`src/rtl/microwire_eeprom_slave.sv`:
```
// 93C46-style Microwire EEPROM slave front-end.
// Oversamples CS/SK/DI on clk, decodes start/opcode/address, shifts read
// data out and write data in, gates programming with a write-enable latch
// and emulates the busy/ready status bit on DO.
// SK is expected to be slow relative to clk (several clks per SK phase),
// so a read fetch always lands before the next SK event needs the data.
module microwire_eeprom_slave #(
    parameter int ADDR_W       = 6,
    parameter int DATA_W       = 16,
    parameter int WRITE_CYCLES = 32
) (
    input  logic              clk,
    input  logic              rst,
    input  logic              cs,
    input  logic              sk,
    input  logic              di,
    output logic              dout,
    output logic              dout_oe,
    output logic [ADDR_W-1:0] mem_addr,
    output logic              mem_rd,
    input  logic [DATA_W-1:0] mem_rdata,
    output logic              mem_wr,
    output logic [DATA_W-1:0] mem_wdata,
    output logic              busy,
    output logic              wen
);
    localparam int CW = $clog2((DATA_W > ADDR_W) ? DATA_W : ADDR_W);
    localparam int WW = $clog2(WRITE_CYCLES + 1);

    typedef enum logic [2:0] {ST_IDLE, ST_OPC, ST_ADDR, ST_READ, ST_DATA, ST_DONE} state_t;

    logic [2:0]        cs_q;
    logic [2:0]        sk_q;
    logic [1:0]        di_q;
    state_t            state_q;
    logic [CW-1:0]     cnt_q;
    logic [1:0]        opc_q;
    logic [ADDR_W-1:0] addr_q;
    logic [DATA_W-1:0] sh_q;
    logic              all_q, do_wr_q, load_q;
    logic              wen_q, busy_q;
    logic [WW-1:0]     wcnt_q;
    logic              dout_q, oe_q, mem_rd_q, mem_wr_q;
    logic [ADDR_W-1:0] mem_addr_q;
    logic [DATA_W-1:0] mem_wdata_q;

    logic              cs_s, di_s, sk_ev, cs_fall;
    logic [ADDR_W-1:0] addr_d;
    logic [DATA_W-1:0] sh_d;

    // Two-flop synchronisers; cs_q[2] and sk_q[2] hold the previous synced value
    always_ff @(posedge clk) begin
        if (rst) begin
            cs_q <= '0;
            sk_q <= '0;
            di_q <= '0;
        end else begin
            cs_q <= {cs_q[1:0], cs};
            sk_q <= {sk_q[1:0], sk};
            di_q <= {di_q[0], di};
        end
    end

    assign cs_s    = cs_q[1];
    assign di_s    = di_q[1];
    assign cs_fall = cs_q[2] & ~cs_q[1];
    assign sk_ev   = cs_s & sk_q[1] & ~sk_q[2];
    assign addr_d  = {addr_q[ADDR_W-2:0], di_s};
    assign sh_d    = {sh_q[DATA_W-2:0], di_s};

    // Protocol FSM, read fetch, programming engine and registered DO status
    always_ff @(posedge clk) begin
        if (rst) begin
            state_q     <= ST_IDLE;
            cnt_q       <= '0;
            opc_q       <= '0;
            addr_q      <= '0;
            sh_q        <= '0;
            all_q       <= 1'b0;
            do_wr_q     <= 1'b0;
            load_q      <= 1'b0;
            wen_q       <= 1'b0;
            busy_q      <= 1'b0;
            wcnt_q      <= '0;
            dout_q      <= 1'b0;
            oe_q        <= 1'b0;
            mem_rd_q    <= 1'b0;
            mem_wr_q    <= 1'b0;
            mem_addr_q  <= '0;
            mem_wdata_q <= '0;
        end else begin
            mem_rd_q <= 1'b0;
            mem_wr_q <= 1'b0;
            // rdata is valid the clk after the strobe; capture it then
            load_q   <= mem_rd_q;
            if (load_q)
                sh_q <= mem_rdata;

            // outside READ, DO only carries the ready bit while idle and selected
            if (state_q != ST_READ) begin
                oe_q   <= (state_q == ST_IDLE) & cs_s;
                dout_q <= (state_q == ST_IDLE) & cs_s & ~busy_q;
            end

            // programming timer; bulk commands step through every address
            if (busy_q) begin
                if (wcnt_q == WW'(WRITE_CYCLES - 1)) begin
                    wcnt_q <= '0;
                    if (all_q && (mem_addr_q != '1)) begin
                        mem_wr_q   <= 1'b1;
                        mem_addr_q <= mem_addr_q + 1'b1;
                    end else begin
                        busy_q <= 1'b0;
                    end
                end else begin
                    wcnt_q <= wcnt_q + 1'b1;
                end
            end

            if (cs_fall) begin
                // deselect always ends the transaction; DONE may commit
                state_q <= ST_IDLE;
                oe_q    <= 1'b0;
                dout_q  <= 1'b0;
                if (state_q == ST_DONE && do_wr_q && wen_q) begin
                    busy_q      <= 1'b1;
                    wcnt_q      <= '0;
                    mem_wr_q    <= 1'b1;
                    mem_addr_q  <= all_q ? '0 : addr_q;
                    mem_wdata_q <= sh_q;
                end
            end else if (sk_ev) begin
                case (state_q)
                    ST_IDLE: begin
                        if (di_s && !busy_q) begin
                            state_q <= ST_OPC;
                            cnt_q   <= '0;
                        end
                    end
                    ST_OPC: begin
                        opc_q <= {opc_q[0], di_s};
                        cnt_q <= cnt_q + 1'b1;
                        if (cnt_q == CW'(1)) begin
                            state_q <= ST_ADDR;
                            cnt_q   <= '0;
                        end
                    end
                    ST_ADDR: begin
                        addr_q <= addr_d;
                        cnt_q  <= cnt_q + 1'b1;
                        if (cnt_q == CW'(ADDR_W - 1)) begin
                            cnt_q   <= '0;
                            all_q   <= 1'b0;
                            do_wr_q <= 1'b0;
                            sh_q    <= '1;
                            state_q <= ST_DONE;
                            case (opc_q)
                                2'b10: begin
                                    state_q    <= ST_READ;
                                    dout_q     <= 1'b0;
                                    oe_q       <= 1'b1;
                                    mem_rd_q   <= 1'b1;
                                    mem_addr_q <= addr_d;
                                end
                                2'b01: state_q <= ST_DATA;
                                2'b11: do_wr_q <= 1'b1;
                                default: begin
                                    case (addr_d[ADDR_W-1 -: 2])
                                        2'b11: wen_q <= 1'b1;
                                        2'b00: wen_q <= 1'b0;
                                        2'b10: begin
                                            do_wr_q <= 1'b1;
                                            all_q   <= 1'b1;
                                        end
                                        default: begin
                                            all_q   <= 1'b1;
                                            state_q <= ST_DATA;
                                        end
                                    endcase
                                end
                            endcase
                        end
                    end
                    ST_READ: begin
                        dout_q <= sh_q[DATA_W-1];
                        sh_q   <= {sh_q[DATA_W-2:0], 1'b0};
                        cnt_q  <= cnt_q + 1'b1;
                        if (cnt_q == CW'(DATA_W - 1)) begin
                            // sequential read: fetch the next word, no dummy bit
                            cnt_q      <= '0;
                            addr_q     <= addr_q + 1'b1;
                            mem_rd_q   <= 1'b1;
                            mem_addr_q <= addr_q + 1'b1;
                        end
                    end
                    ST_DATA: begin
                        sh_q  <= sh_d;
                        cnt_q <= cnt_q + 1'b1;
                        if (cnt_q == CW'(DATA_W - 1)) begin
                            state_q <= ST_DONE;
                            do_wr_q <= 1'b1;
                        end
                    end
                    default: ;
                endcase
            end
        end
    end

    assign dout      = dout_q;
    assign dout_oe   = oe_q;
    assign mem_rd    = mem_rd_q;
    assign mem_wr    = mem_wr_q;
    assign mem_addr  = mem_addr_q;
    assign mem_wdata = mem_wdata_q;
    assign busy      = busy_q;
    assign wen       = wen_q;

endmodule

```
`config.mk`:
```
export PLATFORM = sky130hd
export DESIGN_NAME = microwire_eeprom_slave
export DESIGN_NICKNAME = d
export VERILOG_FILES = /design/src/rtl/microwire_eeprom_slave.sv
export SDC_FILE = /design/constraint.sdc
export NUM_CORES = 1
export LEC_CHECK = 0
export ABC_CLOCK_PERIOD_IN_PS = 2500
export CORE_MARGIN = 2
export CORE_UTILIZATION = 40
export CTS_CLUSTER_DIAMETER = 50
export CTS_CLUSTER_SIZE = 12
export DETAILED_ROUTE_END_ITERATION = 6
export PLACE_DENSITY = 0.65
export SLEW_MARGIN = 20
export SYNTH_ARGS = -nofsm -noshare
export SYNTH_HDL_FRONTEND = slang
export SYNTH_SLANG_ARGS = --single-unit
```
`constraint.sdc`:
```
create_clock -name clk -period 2.5 [get_ports clk]
set_input_delay 0.5 -clock clk [delete_from_list [all_inputs] [get_ports clk]]
set_output_delay 0.5 -clock clk [all_outputs]
set_load 0.005 [all_outputs]
```
==> metrics.txt, run 1 <==
status=complete, no violations; PnR worst setup slack=0.341 ns; critical path buffer and inverter count=0; Boundary Pins=49; max-slew violations=0; crit-path cells=nand2b_1 > a211oi_2 > o21ai_0 > a22oi_1 > nor2_1; Hold Crit Class=flop to flop; clk slew on worst S/H paths=0.08 ns; Synth area leader=dfxtp_1; ys flop type=dfxtp_1; post-synthesis mux area share=5.77%; synth warn=0; Slew HR=41.5%; CP top delay family=compound AO/OA/AOI/OAI gates; fin crit period=2.16 ns; startpoint types=flop; layout cells sized above 1=7.33%; post-route cell area=0.00445 mm²; Tot Pwr=2.22 mW; slowest stage delay, CP=0.75 ns; fmax=463 MHz; Die Y=100 µm; Vias=3258; Post-synth ARST share=0%; GRT Total Usage=18.3%; RSZ-0062 raised after global routing=no; crit path DAT=2.38 ns; Cells after Synth=451; XOR/XNOR share of the synthesized area=2.83%; Area after DPL=0.00426 mm²; worst reg2reg setup slack=0.34 ns; mapped cell area=0.00371 mm²; Synth Register Bits=76; Layout Skew=0.0115 ns; Finished Core Util=48.8%; WL met1=4160 µm; Tcrit/Tclk final=86.4%; post-route ant nets=0; Setup Viol. Count Final=0; Layout area overhead=19.8%; core box area=0.00911 mm²; Critical-path top delay cell=dfxtp_1; CTS-repair resized insts=0; Die Area=0.0101 mm²; largest family of logic cells by synthesized area=simple AND/OR/NAND/NOR gates; worst setup path category=flop to flop; VDD IR-drop max=0.000198 V; met3 wire len=410 µm; pwr dens=500 mW/mm²; Post-synth EDFFs=0; placed cells=587; CTS buffer count=9; crit path capture type=flop; Clock Latency Late Sink=0.36 ns; Overflow after GRT=0; Residual DRC=0; TritonCTS Sinks=76; Worst EP required=2.73 ns; Hold Buf Count CTS=0; Clock Tree Buf Depth=2; Initial DRC Count=192; Post-Synth Simple-Gate Area=23.9%; global-route wire length before repair=14800 µm; worst-margin pin slew=0.877 ns; hpwl dp=6090 µm; Adder-Cell Fraction of Synth Area=3.03%; WL final=8700 µm; synth unique cells=54; Final Hold Viols=0; Synth top area share=41.0%; H-tree depth=3; FP Rows=35; syn avg cell area=8.23 µm²; setup TNS=0 ns; met2 WL post-DR=4030 µm; Layout Cells excl Fill=602; routed vias/inst=5.41; Initial Utilization=40.7%; routability-driven placement congestion ratio=0.894; largest net degree at the start of global routing=48; first-pass iteration count of the detailed router=4; Compound-Gate Fraction of Synth Area=19.1%; Hold Slack=0.451 ns; CTS tree=yes; Root Buffer=clkbuf_8; # Post-CTS Setup Buffers=0; Antenna Cells=0; Nets=517; Pleak=1.53 nW; Max Cap Viol=0; Highest Signal Layer=met4; pre-CTS WS=0.371 ns; antenna violations before repair=0; number of global-route vias before repair=3051; CP Max Fanout=20; routed length per placed instance=14.5 µm; die width=100 µm; # port buffers=48; Seq/Total Area, Yosys=41.0%; syn_nets=481; synth top area cells=dfxtp_1 (41%), nand2_1 (6.7%), a21oi_1 (6.1%), mux2i_1 (4.9%), nor2_1 (4.0%)
sequential cells by signal, summed over array words and instances, names as in the netlist, 2 cells and up:
name	flops
state_q	3
wcnt_q	6
cnt_q	4
mem_addr	6
cs_q	3
di_q	2
mem_wdata	16
addr_q	6
opc_q	2
sk_q	3
sh_q	16
routing by layer:
layer / up-vias / GRT usage (%)
li1: 1661 / -
met1: 1521 / 25.3
met2: 69 / 28.1
met3: 7 / 2.86
met4: 0 / 8.11
met5: - / 0
cells by family after synthesis:
kind of cell               Yosys count
xor gates and xnor gates            12
DFF                                 76
muxes                               21
and+or+nand+nor                    183
adders and majority gates            9
AOI/OAI and AO/OA                  112
buffers and inverters               38
synth_stat cells (all sizes together), types with 4 or more instances:
cell type  count
xnor2          8
clkbuf        22
a22o           4
nand3         15
ha             9
xor2           4
nand3b         7
o21ai         23
nand2b         6
dfxtp         76
buf           10
nor3          11
and3b          4
a21oi         45
a31oi          4
mux2i         18
nor2b         11
a211oi         9
nor3b          5
a22oi          5
nand4          5
nor2          40
inv            6
nand2         66
report_power, final:
group / total, mW / internal [mW] / switching (mW)
combinational: 0.0686 / 0.0377 / 0.0309
sequential: 1.22 / 1.22 / 0.00497
clock: 0.934 / 0.456 / 0.478
total: 2.22 / 1.71 / 0.514
worst reg2reg max path, delay by kind of cell (launching register included):
family             cells  cell delay (ns)
DFF                    1             0.75
and+or+nand+nor        2             0.32
AOI/OAI and AO/OA      3             0.97
final timing paths:
kind,start,endpoint,depth (start not counted)
worst max-delay path,state_q[1],addr_q[3],5
worst min-delay path,sk_q[0],sk_q[1],1
worst max register to register,state_q[1],addr_q[3],5
worst min register to register,sk_q[0],sk_q[1],1
layout make-up:
class / count / area, µm²
well taps: 111 / 139
repair buffers: 57 / 543
inverters: 6 / 22.5
clock inverters: 6 / 63.8
multi-input cells: 337 / 2030
flip-flops and latches: 76 / 1520
fillers: 889 / 4660
clock buffers: 9 / 124
cell usage in the layout, fill, tap and decap left out, types with 3 or more instances in the layout:
cell type,count
a211oi_1,8
a21oi_1,45
a221oi_1,3
a22o_1,4
a22oi_1,5
a311oi_1,3
a31oi_1,4
and3b_1,4
buf_4,9
clkbuf_8,9
clkdlybuf4s50_1,47
dfxtp_1,76
ha_1,9
inv_1,6
mux2_2,3
mux2i_1,18
nand2_1,66
nand2b_1,6
nand3_1,15
nand3b_1,7
nand4_1,5
nor2_1,40
nor2b_1,11
nor3_1,10
nor3b_1,4
o21ai_0,21
o22ai_1,3
or3_1,3
xnor2_1,8
xor2_1,4
(Power assumes the default switching activity.)
==> run 2, diff against run 1 <==
Settings changed: ABC_AREA set to 1.
==> run 2 against run 1 <==
  * Die area grew 3.5%
  * Largest cell class unchanged
  * Clock skew grew 0.0028 ns
  * Clock-buffer cell count grew 1
  * Total power shrank 2.3%
  * Final area grew 3.1%
  * Critical endpoint is now busy
  * Critical path depth shrank 4
  * Hold slack lost 0.042 ns
  * Maximum frequency grew 11%
  * Largest power group unchanged
  * Sequential cell count is the same
  * Global-route usage grew 0.50 points
  * Clock power shrank 5.8%
==> metrics.txt, run 2 <==
CP Max Fanout=9; Worst EP required=2.00 ns; synth top area cells=dfxtp_1 (40%), nand2_1 (9.5%), nor2_1 (8.4%), o21ai_0 (6.8%), inv_1 (4.7%); Antenna Cells=0; syn_nets=569; CTS tree=yes; clk slew on worst S/H paths=0.08 ns; Root Buffer=clkbuf_8; H-tree depth=3; pwr dens=474 mW/mm²; TritonCTS Sinks=76; core box area=0.00928 mm²; status=complete, no violations; Critical-path top delay cell=clkdlybuf4s50_1; syn avg cell area=7.14 µm²; XOR/XNOR share of the synthesized area=1.59%; Combinational Power Share=3.4%; largest net degree at the start of global routing=37; routed length per placed instance=12.8 µm; Nets=614; CTS buffer count=9; Pleak=1.84 nW; Die Area=0.0104 mm²; first-pass iteration count of the detailed router=4; WL final=9160 µm; Synth area leader=dfxtp_1; Net Switching=0.524 mW; Final Hold Viols=0; # Post-CTS Setup Buffers=0; Initial DRC Count=206; Tcrit/Tclk final=78.1%; Layout area overhead=19.1%; Initial Utilization=41.4%; worst setup path category=flop to primary output; die width=102 µm; Net Sw Frac=24.1%; # port buffers=48; Seq/Total Area, Yosys=39.5%; Adder-Cell Fraction of Synth Area=2.93%; Hold Buf Count CTS=0; synth unique cells=41; CTS-repair resized insts=0; startpoint types=flop; Overflow after GRT=0; most frequent cells in the layout=nand2_1 (97), nor2_1 (86), dfxtp_1 (76); Cells after Synth=539; placed cells=702; VDD IR-drop max=0.000304 V; layout cells sized above 1=10.9%; Compound-Gate Fraction of Synth Area=18.9%; Synth top cells by count=nand2_1 (97), nor2_1 (86), dfxtp_1 (76); Residual DRC=0; Hold Startpoint=cs_q[0]; number of global-route vias before repair=3401; Layout Cells excl Fill=718; Die Y=102 µm; critical path buffer and inverter count=1; largest family of logic cells by synthesized area=simple AND/OR/NAND/NOR gates; Int Power=1.65 mW; routability-driven placement congestion ratio=0.923; Setup Viol. Count Final=0; pre-CTS WS=0.580 ns; Critical path origin=busy; synth warn=0; PnR worst setup slack=0.548 ns; Clock Tree Buf Depth=2; fmax=512 MHz; FP Rows=35; Post-synth EDFFs=0; setup TNS=0 ns; Post-Synth Simple-Gate Area=28.8%; post-route ant nets=0; RR Startpoint=state_q[0]; Hold Crit Class=flop to flop; mapped cell area=0.00385 mm²; post-synthesis mux area share=0%; Post-synth ARST share=0%; part of the power in the clock network=40.5%; RSZ-0062 raised after global routing=no; global-route wire length before repair=15600 µm; antenna violations before repair=0; Clock Latency Late Sink=0.36 ns; slowest stage delay, CP=0.57 ns; Reg power frac=56.1%; worst-margin pin slew=0.555 ns; routed vias/inst=4.96; Slew HR=63.0%; top-count cell post-synth=nand2_1; crit-path cells=clkdlybuf4s50_1; crit path DAT=1.45 ns; Vias=3562; Tot Pwr=2.17 mW; Synth top area share=39.5%; Max Cap Viol=0; Boundary Pins=49; ys flop type=dfxtp_1; crit path capture type=primary output; Layout Skew=0.0143 ns; GRT Total Usage=18.8%; fin crit period=1.95 ns; most common cell after layout, fill and taps aside=nand2_1; Synth Register Bits=76; CP top delay family=buffers and inverters; hpwl dp=6640 µm; max-slew violations=0; worst reg2reg setup slack=0.61 ns
[run 2: logic make-up after synthesis]
| group | Yosys count |
|---|---|
| buffers and inverters | 72 |
| XOR/XNOR | 7 |
| flip-flops | 76 |
| AO/OA/AOI/OAI | 125 |
| adder cells (fa/ha/maj) | 9 |
| AND/OR/NAND/NOR | 250 |
[run 2: routing by layer]
metal | up-vias | share of wire, % | global-route usage (%)
met4 | 0 | 1.8 | 8.41
met3 | 13 | 3.1 | 3.63
met5 | - | 0 | 0
met2 | 63 | 47 | 31.1
met1 | 1627 | 48 | 23.7
li1 | 1859 | - | -
[run 2: worst paths after layout]
check / end / cells after the start
max: busy / 1
min: cs_q[1] / 2
max reg2reg: wcnt_q[0] / 7
min reg2reg: cs_q[1] / 2
[run 2: final cells by class]
| cell class | instances | area [µm²] |
|---|---|---|
| inverters | 56 | 213 |
| fillers | 945 | 4700 |
| flip-flops and latches | 76 | 1520 |
| well taps | 129 | 161 |
| clock buffers | 10 | 138 |
| multi-input cells | 391 | 2010 |
| clock inverters | 6 | 45.0 |
| repair buffers | 50 | 495 |
[run 2: metrics by stage]
step	hold WS [ns]	cell area [µm²]	util, %
2_1_floorplan	0.388	3850	-
3_3_place_gp	0.393	4400	47.4
3_5_place_dp	0.396	4400	47.4
4_1_cts	0.416	4580	49.4
5_1_grt	0.435	4580	49.4
6_report	0.409	4580	49.4
[run 2: power groups by stage]
stage	registers [mW]	clock network, mW	logic [mW]
detailed placement	1.25	0	0.0739
floorplan	1.25	0	0.0313
global placement	1.25	0	0.0731
global route	1.22	0.958	0.0807
finish	1.22	0.880	0.0734
CTS	1.22	0.909	0.0740
==> run 3, diff against run 2 <==
Settings changed: ABC_CLOCK_PERIOD_IN_PS 2500 to 1900.
Clock period 2.5 ns to 1.9 ns, I/O delays scaled along.
==> run 3 against run 2 <==
  * Via count is 4.5% higher
  * Critical path depth stayed put
  * Utilization is 1.2 points higher
  * Clock skew is 0.00082 ns higher
  * Clock-buffer cell count stayed put
  * First-iteration DRC count is 15% higher
  * Total power is 39% higher
==> metrics.txt, run 3 (synthesized netlist as in run 2, its figures left out) <==
FF/Latch Area=0.00152 mm²; Int Power=2.31 mW; number of global-route vias before repair=3528; Critical-path top delay cell=clkdlybuf4s50_1; Setup Viol. Count Final=0; Slew HR=68.6%; layout cells sized above 1=12.2%; first-pass iteration count of the detailed router=4; filler cell count=930; CP Max Fanout=9; Initial Utilization=41.4%; hpwl dp=7060 µm; Layout Skew=0.0152 ns; fmax=546 MHz; RSZ-0062 raised after global routing=no; part of the power in the clock network=43.2%; Die Area=0.0104 mm²; Net Sw Frac=23.3%; Worst EP required=1.52 ns; crit path capture type=primary output; status=complete, no violations; WL final=9430 µm; Max Cap Viol=0; FP Rows=35; post-route ant nets=0; startpoint types=flop; post-route cell area=0.00469 mm²; Root Buffer=clkbuf_8; Pleak=1.89 nW; worst-margin pin slew=0.469 ns; most common cell after layout, fill and taps aside=nand2_1; Overflow after GRT=0; routability-driven placement congestion ratio=1.04; slowest stage delay, CP=0.57 ns; CP top delay family=buffers and inverters; core box area=0.00928 mm²; VDD IR-drop max=0.000507 V; worst setup path category=flop to primary output; Combinational Power Share=3.5%; critical path buffer and inverter count=1; Vias=3724; setup TNS=0 ns; Boundary Pins=49; die width=102 µm; Tcrit/Tclk final=96.3%; crit-path cells=clkdlybuf4s50_1; largest net degree at the start of global routing=25; Reg power frac=53.3%; routed length per placed instance=13.0 µm; Antenna Cells=0; TritonCTS Sinks=76; Hold Crit Class=flop to flop; multi-input logic area=0.00201 mm²; clk slew on worst S/H paths=0.08 ns; antenna violations before repair=0; Net Switching=0.700 mW; Nets=623; Layout area overhead=22.0%; crit path DAT=1.45 ns; CTS buffer count=9; Clock Tree Buf Depth=2; fin crit period=1.83 ns; global-route wire length before repair=15900 µm; CTS tree=yes; most frequent cells in the layout=nand2_1 (97), nor2_1 (86), dfxtp_1 (76); max-slew violations=0; GRT Total Usage=19.0%; Residual DRC=0; Initial DRC Count=237; pwr dens=641 mW/mm²; Clock Latency Late Sink=0.35 ns; Hold Buf Count CTS=0; Die Y=102 µm; # port buffers=48; Final Hold Viols=0; routed vias/inst=5.12; H-tree depth=3; Area after DPL=0.00448 mm²
## run 3: power by group through the flow
| stage | registers, mW | clock network (mW) | logic [mW] |
|---|---|---|---|
| 2_1_floorplan | 1.64 | 0 | 0.0412 |
| 3_3_place_gp | 1.64 | 0 | 0.103 |
| 3_5_place_dp | 1.64 | 0 | 0.105 |
| 4_1_cts | 1.60 | 1.33 | 0.105 |
| 5_1_grt | 1.61 | 1.39 | 0.114 |
| 6_report | 1.60 | 1.30 | 0.104 |
## run 3: tightest hold or removal path, delay by kind of cell (launching register included)
kind	cells	cell delay, ns
DFF	1	0.30
buffers and inverters	1	0.04
and+or+nand+nor	1	0.03
## run 3: timing repair
item,CTS,global route
resized for setup,0,1
endpoints found under the setup margin,0,1
setup buffers,0,0
## run 3: final cells by class
cell class	instances	area share (%)
clock buffer	10	2.93
sequential	76	32.4
tap	129	3.44
multi-input combinational	391	42.9
clock inverter	6	1.52
inverter	56	4.53
timing repair buffer	59	12.3
## run 3: worst paths after layout
check | start | end | slack [ns] | cells after the start
setup / recovery | busy | busy | 0.07 | 1
hold / removal | di_q[0] | di_q[1] | 0.41 | 2
setup reg to reg | wcnt_q[1] | mem_addr[3] | 0.23 | 10
hold reg to reg | di_q[0] | di_q[1] | 0.41 | 2
## run 3: per-layer routing
metal  up-vias  share of wire (%)  GRT usage, %
li1       1872                  -             -
met1      1728                 45          24.8
met2       103                 48          31.3
met3        21                4.8          3.08
met4         0                2.1          7.79
met5         -                  0             0
## run 3: through the flow
| stage | util, % | setup WS [ns] | hold slack (ns) | std cells | total power, mW |
|---|---|---|---|---|---|
| 4_1_cts | 50.5 | 0.0606 | 0.408 | 727 | 3.04 |
| 2_1_floorplan | - | 0.405 | 0.388 | 539 | 1.68 |
| 6_report | 50.6 | 0.0700 | 0.407 | 727 | 3.01 |
| 3_3_place_gp | 48.3 | 0.245 | 0.391 | 711 | 1.74 |
| 3_5_place_dp | 48.3 | 0.187 | 0.397 | 711 | 1.75 |
| 5_1_grt | 50.6 | 0.00409 | 0.412 | 727 | 3.11 |
